--- config.mk ---
export PLATFORM = sky130hd
export DESIGN_NAME = apb_master_arb
export DESIGN_NICKNAME = d
export VERILOG_FILES = /design/src/rtl/apb_arb_pkg.sv /design/src/rtl/apb_master_arb_rr_arbiter.sv /design/src/rtl/apb_master_arb.sv
export SDC_FILE = /design/constraint.sdc
export NUM_CORES = 1
export LEC_CHECK = 0
export CAP_MARGIN = 20
export CORE_MARGIN = 1.5
export CORE_UTILIZATION = 35
export CTS_CLUSTER_DIAMETER = 120
export DETAILED_ROUTE_END_ITERATION = 10
export PLACE_DENSITY_LB_ADDON = 0.12
export SYNTH_ARGS = -nofsm -noshare
export SYNTH_HDL_FRONTEND = slang
export SYNTH_SLANG_ARGS = --single-unit
--- constraint.sdc ---
create_clock -name pclk -period 3 [get_ports pclk]
set_input_delay 0.3 -clock pclk [delete_from_list [all_inputs] [get_ports pclk]]
set_output_delay 0.3 -clock pclk [all_outputs]
set_load 0.03 [all_outputs]
--- src/rtl/apb_arb_pkg.sv ---
// rtl/apb_arb_pkg.sv - shared types and helpers for the APB master arbiter
package apb_arb_pkg;

  // Transfer sequencing states
  typedef enum logic [1:0] {
    IDLE   = 2'd0,
    SETUP  = 2'd1,
    ACCESS = 2'd2
  } state_t;

  // Default ACCESS-phase timeout, in cycles
  localparam int TIMEOUT_CYC_DFLT = 16;

  // Timeout counter width: must hold the value TIMEOUT_CYC itself
  function automatic int to_cnt_w(input int cyc);
    return $clog2(cyc + 1);
  endfunction

endpackage

--- src/rtl/apb_master_arb_rr_arbiter.sv ---
// rtl/apb_master_arb_rr_arbiter.sv - rotating-priority arbiter owning its pointer
module rr_arbiter #(
  parameter int N = 4,
  localparam int IW = (N > 1) ? $clog2(N) : 1
) (
  input  logic          clk_i,
  input  logic          rst_i,
  input  logic [N-1:0]  req_i,
  input  logic          upd_i,
  output logic [N-1:0]  grant_o,
  output logic [IW-1:0] idx_o
);

  logic [IW-1:0] ptr_q, ptr_d;
  logic [IW-1:0] cand;
  logic          found;

  // First set request at ptr, ptr+1, ... wrapping at N
  always_comb begin
    grant_o = '0;
    idx_o   = '0;
    found   = 1'b0;
    cand    = '0;
    for (int k = 0; k < N; k++) begin
      cand = IW'((int'(ptr_q) + k) % N);
      if (!found && req_i[cand]) begin
        found         = 1'b1;
        grant_o[cand] = 1'b1;
        idx_o         = cand;
      end
    end
  end

  // Pointer moves one past the winner when the grant is taken
  always_comb begin
    ptr_d = ptr_q;
    if (upd_i && found) begin
      ptr_d = (idx_o == IW'(N - 1)) ? '0 : idx_o + 1'b1;
    end
  end

  // Pointer register; requester 0 has top priority out of reset
  always_ff @(posedge clk_i or posedge rst_i) begin
    if (rst_i) begin
      ptr_q <= '0;
    end else begin
      ptr_q <= ptr_d;
    end
  end

endmodule

--- src/rtl/apb_master_arb.sv ---
// rtl/apb_master_arb.sv - N-requester APB master with round-robin arbitration (optional APB_TIMEOUT_EN)
module apb_master_arb
  import apb_arb_pkg::*;
#(
  parameter int N_REQ       = 4,
  parameter int ADDR_W      = 8,
  parameter int DATA_W      = 32,
  parameter int TIMEOUT_CYC = TIMEOUT_CYC_DFLT
) (
  input  logic                      pclk,
  input  logic                      preset,
  input  logic [N_REQ-1:0]          req,
  input  logic [N_REQ*ADDR_W-1:0]   req_addr,
  input  logic [N_REQ-1:0]          req_write,
  input  logic [N_REQ*DATA_W-1:0]   req_wdata,
  output logic [N_REQ-1:0]          done,
  output logic [DATA_W-1:0]         rsp_rdata,
  output logic                      rsp_err,
  output logic [ADDR_W-1:0]         paddr,
  output logic                      psel,
  output logic                      penable,
  output logic                      pwrite,
  output logic [DATA_W-1:0]         pwdata,
  input  logic [DATA_W-1:0]         prdata,
  input  logic                      pready,
  input  logic                      pslverr
);

  localparam int IDX_W = $clog2(N_REQ);

  if (N_REQ < 2 || TIMEOUT_CYC < 1) begin : g_param_check
    $error("apb_master_arb: N_REQ must be >= 2 and TIMEOUT_CYC >= 1");
  end

  state_t             state_q, state_d;
  logic [IDX_W-1:0]   gidx_q, gidx_d;
  logic               psel_q, psel_d;
  logic               penable_q, penable_d;
  logic [ADDR_W-1:0]  paddr_q, paddr_d;
  logic               pwrite_q, pwrite_d;
  logic [DATA_W-1:0]  pwdata_q, pwdata_d;
  logic [N_REQ-1:0]   done_q, done_d;
  logic [DATA_W-1:0]  rsp_rdata_q, rsp_rdata_d;
  logic               rsp_err_q, rsp_err_d;
  logic               arb_upd;
  logic [N_REQ-1:0]   arb_grant;
  logic [IDX_W-1:0]   arb_idx;
  logic               to_hit;

  rr_arbiter #(
    .N (N_REQ)
  ) u_arb (
    .clk_i   (pclk),
    .rst_i   (preset),
    .req_i   (req),
    .upd_i   (arb_upd),
    .grant_o (arb_grant),
    .idx_o   (arb_idx)
  );

`ifdef APB_TIMEOUT_EN
  localparam int CNT_W = to_cnt_w(TIMEOUT_CYC);

  logic [CNT_W-1:0] to_cnt_q, to_cnt_d;

  // Last stalled ACCESS cycle before the forced error
  assign to_hit = (to_cnt_q == CNT_W'(TIMEOUT_CYC - 1));

  // Counter clears in SETUP and counts ACCESS cycles without pready
  always_comb begin
    to_cnt_d = to_cnt_q;
    if (state_q == SETUP) begin
      to_cnt_d = '0;
    end else if (state_q == ACCESS && !pready && !to_hit) begin
      to_cnt_d = to_cnt_q + 1'b1;
    end
  end

  // Timeout counter register
  always_ff @(posedge pclk or posedge preset) begin
    if (preset) begin
      to_cnt_q <= '0;
    end else begin
      to_cnt_q <= to_cnt_d;
    end
  end
`else
  assign to_hit = 1'b0;
`endif

  // Next-state and registered-output logic for the transfer sequencer
  always_comb begin
    state_d     = state_q;
    gidx_d      = gidx_q;
    psel_d      = psel_q;
    penable_d   = penable_q;
    paddr_d     = paddr_q;
    pwrite_d    = pwrite_q;
    pwdata_d    = pwdata_q;
    done_d      = '0;
    rsp_rdata_d = '0;
    rsp_err_d   = 1'b0;
    arb_upd     = 1'b0;
    case (state_q)
      IDLE: begin
        if (|req) begin
          arb_upd = 1'b1;
          gidx_d  = arb_idx;
          for (int i = 0; i < N_REQ; i++) begin
            if (arb_grant[i]) begin
              paddr_d  = req_addr[i*ADDR_W +: ADDR_W];
              pwrite_d = req_write[i];
              pwdata_d = req_wdata[i*DATA_W +: DATA_W];
            end
          end
          psel_d    = 1'b1;
          penable_d = 1'b0;
          state_d   = SETUP;
        end
      end
      SETUP: begin
        penable_d = 1'b1;
        state_d   = ACCESS;
      end
      ACCESS: begin
        if (pready) begin
          done_d[gidx_q] = 1'b1;
          rsp_rdata_d    = pwrite_q ? '0 : prdata;
          rsp_err_d      = pslverr;
          psel_d         = 1'b0;
          penable_d      = 1'b0;
          state_d        = IDLE;
        end else if (to_hit) begin
          done_d[gidx_q] = 1'b1;
          rsp_err_d      = 1'b1;
          psel_d         = 1'b0;
          penable_d      = 1'b0;
          state_d        = IDLE;
        end
      end
      default: begin
        psel_d    = 1'b0;
        penable_d = 1'b0;
        state_d   = IDLE;
      end
    endcase
  end

  // State, payload latch and response registers
  always_ff @(posedge pclk or posedge preset) begin
    if (preset) begin
      state_q     <= IDLE;
      gidx_q      <= '0;
      psel_q      <= 1'b0;
      penable_q   <= 1'b0;
      paddr_q     <= '0;
      pwrite_q    <= 1'b0;
      pwdata_q    <= '0;
      done_q      <= '0;
      rsp_rdata_q <= '0;
      rsp_err_q   <= 1'b0;
    end else begin
      state_q     <= state_d;
      gidx_q      <= gidx_d;
      psel_q      <= psel_d;
      penable_q   <= penable_d;
      paddr_q     <= paddr_d;
      pwrite_q    <= pwrite_d;
      pwdata_q    <= pwdata_d;
      done_q      <= done_d;
      rsp_rdata_q <= rsp_rdata_d;
      rsp_err_q   <= rsp_err_d;
    end
  end

  assign psel      = psel_q;
  assign penable   = penable_q;
  assign paddr     = paddr_q;
  assign pwrite    = pwrite_q;
  assign pwdata    = pwdata_q;
  assign done      = done_q;
  assign rsp_rdata = rsp_rdata_q;
  assign rsp_err   = rsp_err_q;

endmodule
==> impl_metrics.json <==
{
  "critical-path-max-stage-delay_ns": 0.60,
  "routed_wirelength_um": 17300,
  "setup-tns-final_ns": 0,
  "place_congestion": 0.898,
  "layout-area-overhead-vs-synth_pct": 71.1,
  "buffer_ports.inserted": 283,
  "critPathMaxFanout": 20,
  "ant_nets": 0,
  "globalRouteOverflowTotal": 0,
  "tritoncts": "done",
  "number_of_global_route_vias_before_repair": 4810,
  "status": "complete, no violations",
  "insertedDiodeCount": 0,
  "yosys_register_bits": 85,
  "hold_class": "primary input to asynchronous set/reset pin",
  "ctsLongestPathBuffers": 2,
  "clkSinkCount": 85,
  "finalHoldViolations": 0,
  "ys.warnings.count": 0,
  "r2r_setup_slack_ns": 0.14,
  "timing.critical_path.max_delay_family": "compound AO/OA/AOI/OAI gates",
  "rsz0062_at_grt": "no",
  "drt_pass1_iterations": 4,
  "timing.critical_path.cells": "buf_4, mux4_2, buf_4, or3_1, a21oi_2, a2111o_2, nor2_4, buf_12, a221oi_2, o22ai_2",
  "synth_sequential_area_ratio": 0.428,
  "detail_route.iter0.violations": 298,
  "timing_worst_setup_path_type": "register to register",
  "share_of_flip_flops_with_an_asynchronous_set_or_reset_after_synthesis": 1.00,
  "synthFlopType": "sky130_fd_sc_hd__dfrtp_1",
  "drc_errors": 0,
  "route.detailed.vias_per_inst": 5.38,
  "syn_area_mm2": 0.00497,
  "maxSlewViolCount": 0,
  "finalWorstPathRequiredPeriod_ns": 2.86,
  "io_pins": 284,
  "worst_path_most_repeated_cell": "sky130_fd_sc_hd__buf_4",
  "synth_enable_flop_cells": 0,
  "place_hpwl_um": 12800,
  "worst-slew-pin-transition_ns": 0.830,
  "clock_buffers_created_by_tritoncts": 9,
  "cp-start-kind": "register",
  "report.final.setup_viol": 0,
  "critPathCaptureType": "register",
  "die_area_mm2": 0.0149,
  "routed_wire_length_per_instance_um": 19.1,
  "clock_tree.root_cell": "sky130_fd_sc_hd__clkbuf_16",
  "cts_htree_levels": 3,
  "placement_rows": 43,
  "post_synthesis_instance_total": 438,
  "grt_max_degree": 55,
  "post-route-period-util": 0.954,
  "synth_nets": 648,
  "floorplan.die.height_um": 122,
  "max_fclk_mhz": 349,
  "number_of_antenna_violations_at_the_first_check_in_global_routing": 0,
  "initial_utilization": 0.358,
  "synth_cell_type_count": 51,
  "clkSlewWorstSetupHoldPaths_ns": 0.06,
  "maxCapViolCount": 0,
  "maxSlewHeadroom": 0.446,
  "pre_cts_slack_ns": 0.0328,
  "floorplan.core_area_mm2": 0.0139,
  "timing.critical_path.arrival_ns": 3.07,
  "crit_buf_inv": 3,
  "filler_cells": 1146,
  "grtUsageTotal": 0.222,
  "critPathSlowestCell": "sky130_fd_sc_hd__mux4_2",
  "number_of_buffers_added_to_fix_hold_violations_after_cts": 0,
  "detailroute.via_count": 4874,
  "final_layout_size_suffix_gt1_frac": 0.201,
  "avg_inst_size_synth_um2": 11.3,
  "timing.critical_path.required_ns": 3.21,
  "clk_latency_ns": 0.34,
  "leakagePower_nw": 3.60,
  "timing.clock.skew_ns": 0.00596,
  "post-route-worst-setup-slack_ns": 0.139,
  "dieWidth_um": 122,
  "final_nets": 933,
  "p_per_area_mw_per_mm2": 1240,
  "worst_ir_drop_vdd_v": 0.000920,
  "grt_pass1_wl_um": 25400
}
-- area by class of cell --
type | instances | area, um2 | area share
clock inverters | 5 | 62.6 | 0.00736
inverters | 49 | 185 | 0.0218
repair buffers | 318 | 3230 | 0.380
multi-input cells | 260 | 2440 | 0.288
well taps | 180 | 225 | 0.0265
flip-flops and latches | 85 | 2130 | 0.250
clock buffers | 9 | 225 | 0.0265
-- worst paths after layout --
check,to,cells after the start
max in group asynchronous,pwdata[2],3
min in group pclk,psel,2
min,asynchronous set/reset pin,2
max,pwdata[19],10
min reg2reg,psel,2
max reg2reg,pwdata[19],10
-- registers in the layout, summed over array words and instances (netlist names), named ones only --
signal / flops
pwdata: 32
gidx_q: 2
done: 4
paddr: 8
rsp_rdata: 32
rsp_err: 1
pwrite: 1
state_q: 2
u_arb.ptr_q: 1
psel: 1
-- cell usage in the layout, fill, tap and decap left out, types with 2 or more instances in the layout --
| master | instances |
|---|---|
| sky130_fd_sc_hd__a221oi_1 | 2 |
| sky130_fd_sc_hd__clkinvlp_4 | 2 |
| sky130_fd_sc_hd__clkdlybuf4s50_1 | 283 |
| sky130_fd_sc_hd__nand2_1 | 15 |
| sky130_fd_sc_hd__buf_12 | 11 |
| sky130_fd_sc_hd__a221oi_2 | 40 |
| sky130_fd_sc_hd__clkbuf_16 | 9 |
| sky130_fd_sc_hd__nor3_1 | 2 |
| sky130_fd_sc_hd__mux4_2 | 2 |
| sky130_fd_sc_hd__or3_1 | 7 |
| sky130_fd_sc_hd__inv_1 | 47 |
| sky130_fd_sc_hd__buf_4 | 24 |
| sky130_fd_sc_hd__mux2i_1 | 4 |
| sky130_fd_sc_hd__o21ai_0 | 5 |
| sky130_fd_sc_hd__o22ai_2 | 40 |
| sky130_fd_sc_hd__o221ai_1 | 41 |
| sky130_fd_sc_hd__ha_1 | 5 |
| sky130_fd_sc_hd__a2111oi_2 | 2 |
| sky130_fd_sc_hd__a21oi_1 | 12 |
| sky130_fd_sc_hd__nand3_1 | 3 |
| sky130_fd_sc_hd__dfrtp_1 | 85 |
| sky130_fd_sc_hd__nor2_1 | 7 |
| sky130_fd_sc_hd__nor3b_1 | 3 |
| sky130_fd_sc_hd__o22ai_1 | 2 |
| sky130_fd_sc_hd__nand2b_1 | 4 |
| sky130_fd_sc_hd__and3_1 | 36 |
-- stage by stage --
stage / cell area, um2 / hold slack (ns) / power [mW] / cells / util
finish: 8500 / 0.328 / 10.6 / 906 / 0.613
global route: 8500 / 0.378 / 11.2 / 906 / 0.613
CTS: 8470 / 0.344 / 10.6 / 904 / 0.610
detailed placement: 8190 / 0.463 / 9.45 / 890 / 0.590
global placement: 8190 / 0.463 / 9.29 / 890 / 0.590
floorplan: 4980 / 0.429 / 7.04 / 438 / -
-- power by group --
group	internal (mW)	switching (mW)	total (mW)
clock network	0.640	0.459	1.10
registers	1.58	0.219	1.79
logic	3.49	4.19	7.68
total	5.71	4.86	10.6
-- synth_stat cells (3+ instances only) --
cell type | n | area, um2
sky130_fd_sc_hd__nor3b_1 | 3 | 22.5
sky130_fd_sc_hd__nand3_1 | 3 | 15.0
sky130_fd_sc_hd__a21oi_1 | 12 | 60.1
sky130_fd_sc_hd__and3_1 | 36 | 225
sky130_fd_sc_hd__o22ai_2 | 40 | 500
sky130_fd_sc_hd__mux2i_1 | 4 | 40.0
sky130_fd_sc_hd__dfrtp_1 | 85 | 2130
sky130_fd_sc_hd__o21ai_0 | 5 | 25.0
sky130_fd_sc_hd__clkbuf_1 | 15 | 56.3
sky130_fd_sc_hd__buf_6 | 10 | 113
sky130_fd_sc_hd__a221oi_2 | 40 | 601
sky130_fd_sc_hd__nand2b_1 | 5 | 31.3
sky130_fd_sc_hd__nand2_1 | 16 | 60.1
sky130_fd_sc_hd__inv_1 | 49 | 184
sky130_fd_sc_hd__or3_1 | 7 | 43.8
sky130_fd_sc_hd__buf_2 | 18 | 90.1
sky130_fd_sc_hd__nor2_1 | 7 | 26.3
sky130_fd_sc_hd__ha_1 | 6 | 75.1
sky130_fd_sc_hd__o221ai_1 | 41 | 359
-- layer usage --
metal  wire length (um)  vias up  GRT usage  share of wire
met1               6780     2353      0.260           0.39
met3               1320       42     0.0496          0.076
met2               8720      222      0.393           0.50
li1                   -     2257          -              -
met5                  0        -          0              0
met4                507        0     0.0901          0.029
-- logic make-up after synthesis --
family                   after synthesis  share of synthesized area
multiplexers                           6                     0.0149
buffers and inverters                 94                     0.0914
adder cells (fa/ha/maj)                6                     0.0151
AND/OR/NAND/NOR                       90                      0.105
AO/OA/AOI/OAI                        155                      0.342
flip-flops                            85                      0.428
XOR/XNOR                               2                    0.00352
-- worst reg2reg max path, cell delays in order, from the launching register on --
cell and delay (ns):
sky130_fd_sc_hd__dfrtp_1 0.36, sky130_fd_sc_hd__buf_4 0.24, sky130_fd_sc_hd__mux4_2 0.60, sky130_fd_sc_hd__buf_4 0.18, sky130_fd_sc_hd__or3_1 0.36, sky130_fd_sc_hd__a21oi_2 0.13, sky130_fd_sc_hd__a2111o_2 0.19, sky130_fd_sc_hd__nor2_4 0.10
sky130_fd_sc_hd__buf_12 0.18, sky130_fd_sc_hd__a221oi_2 0.30, sky130_fd_sc_hd__o22ai_2 0.10
-- repair_timing --
item                       CTS  global route
gates resized for setup      0             1
setup endpoints to repair    0            37
buffers inserted             0             1
(Power assumes the default switching activity.)
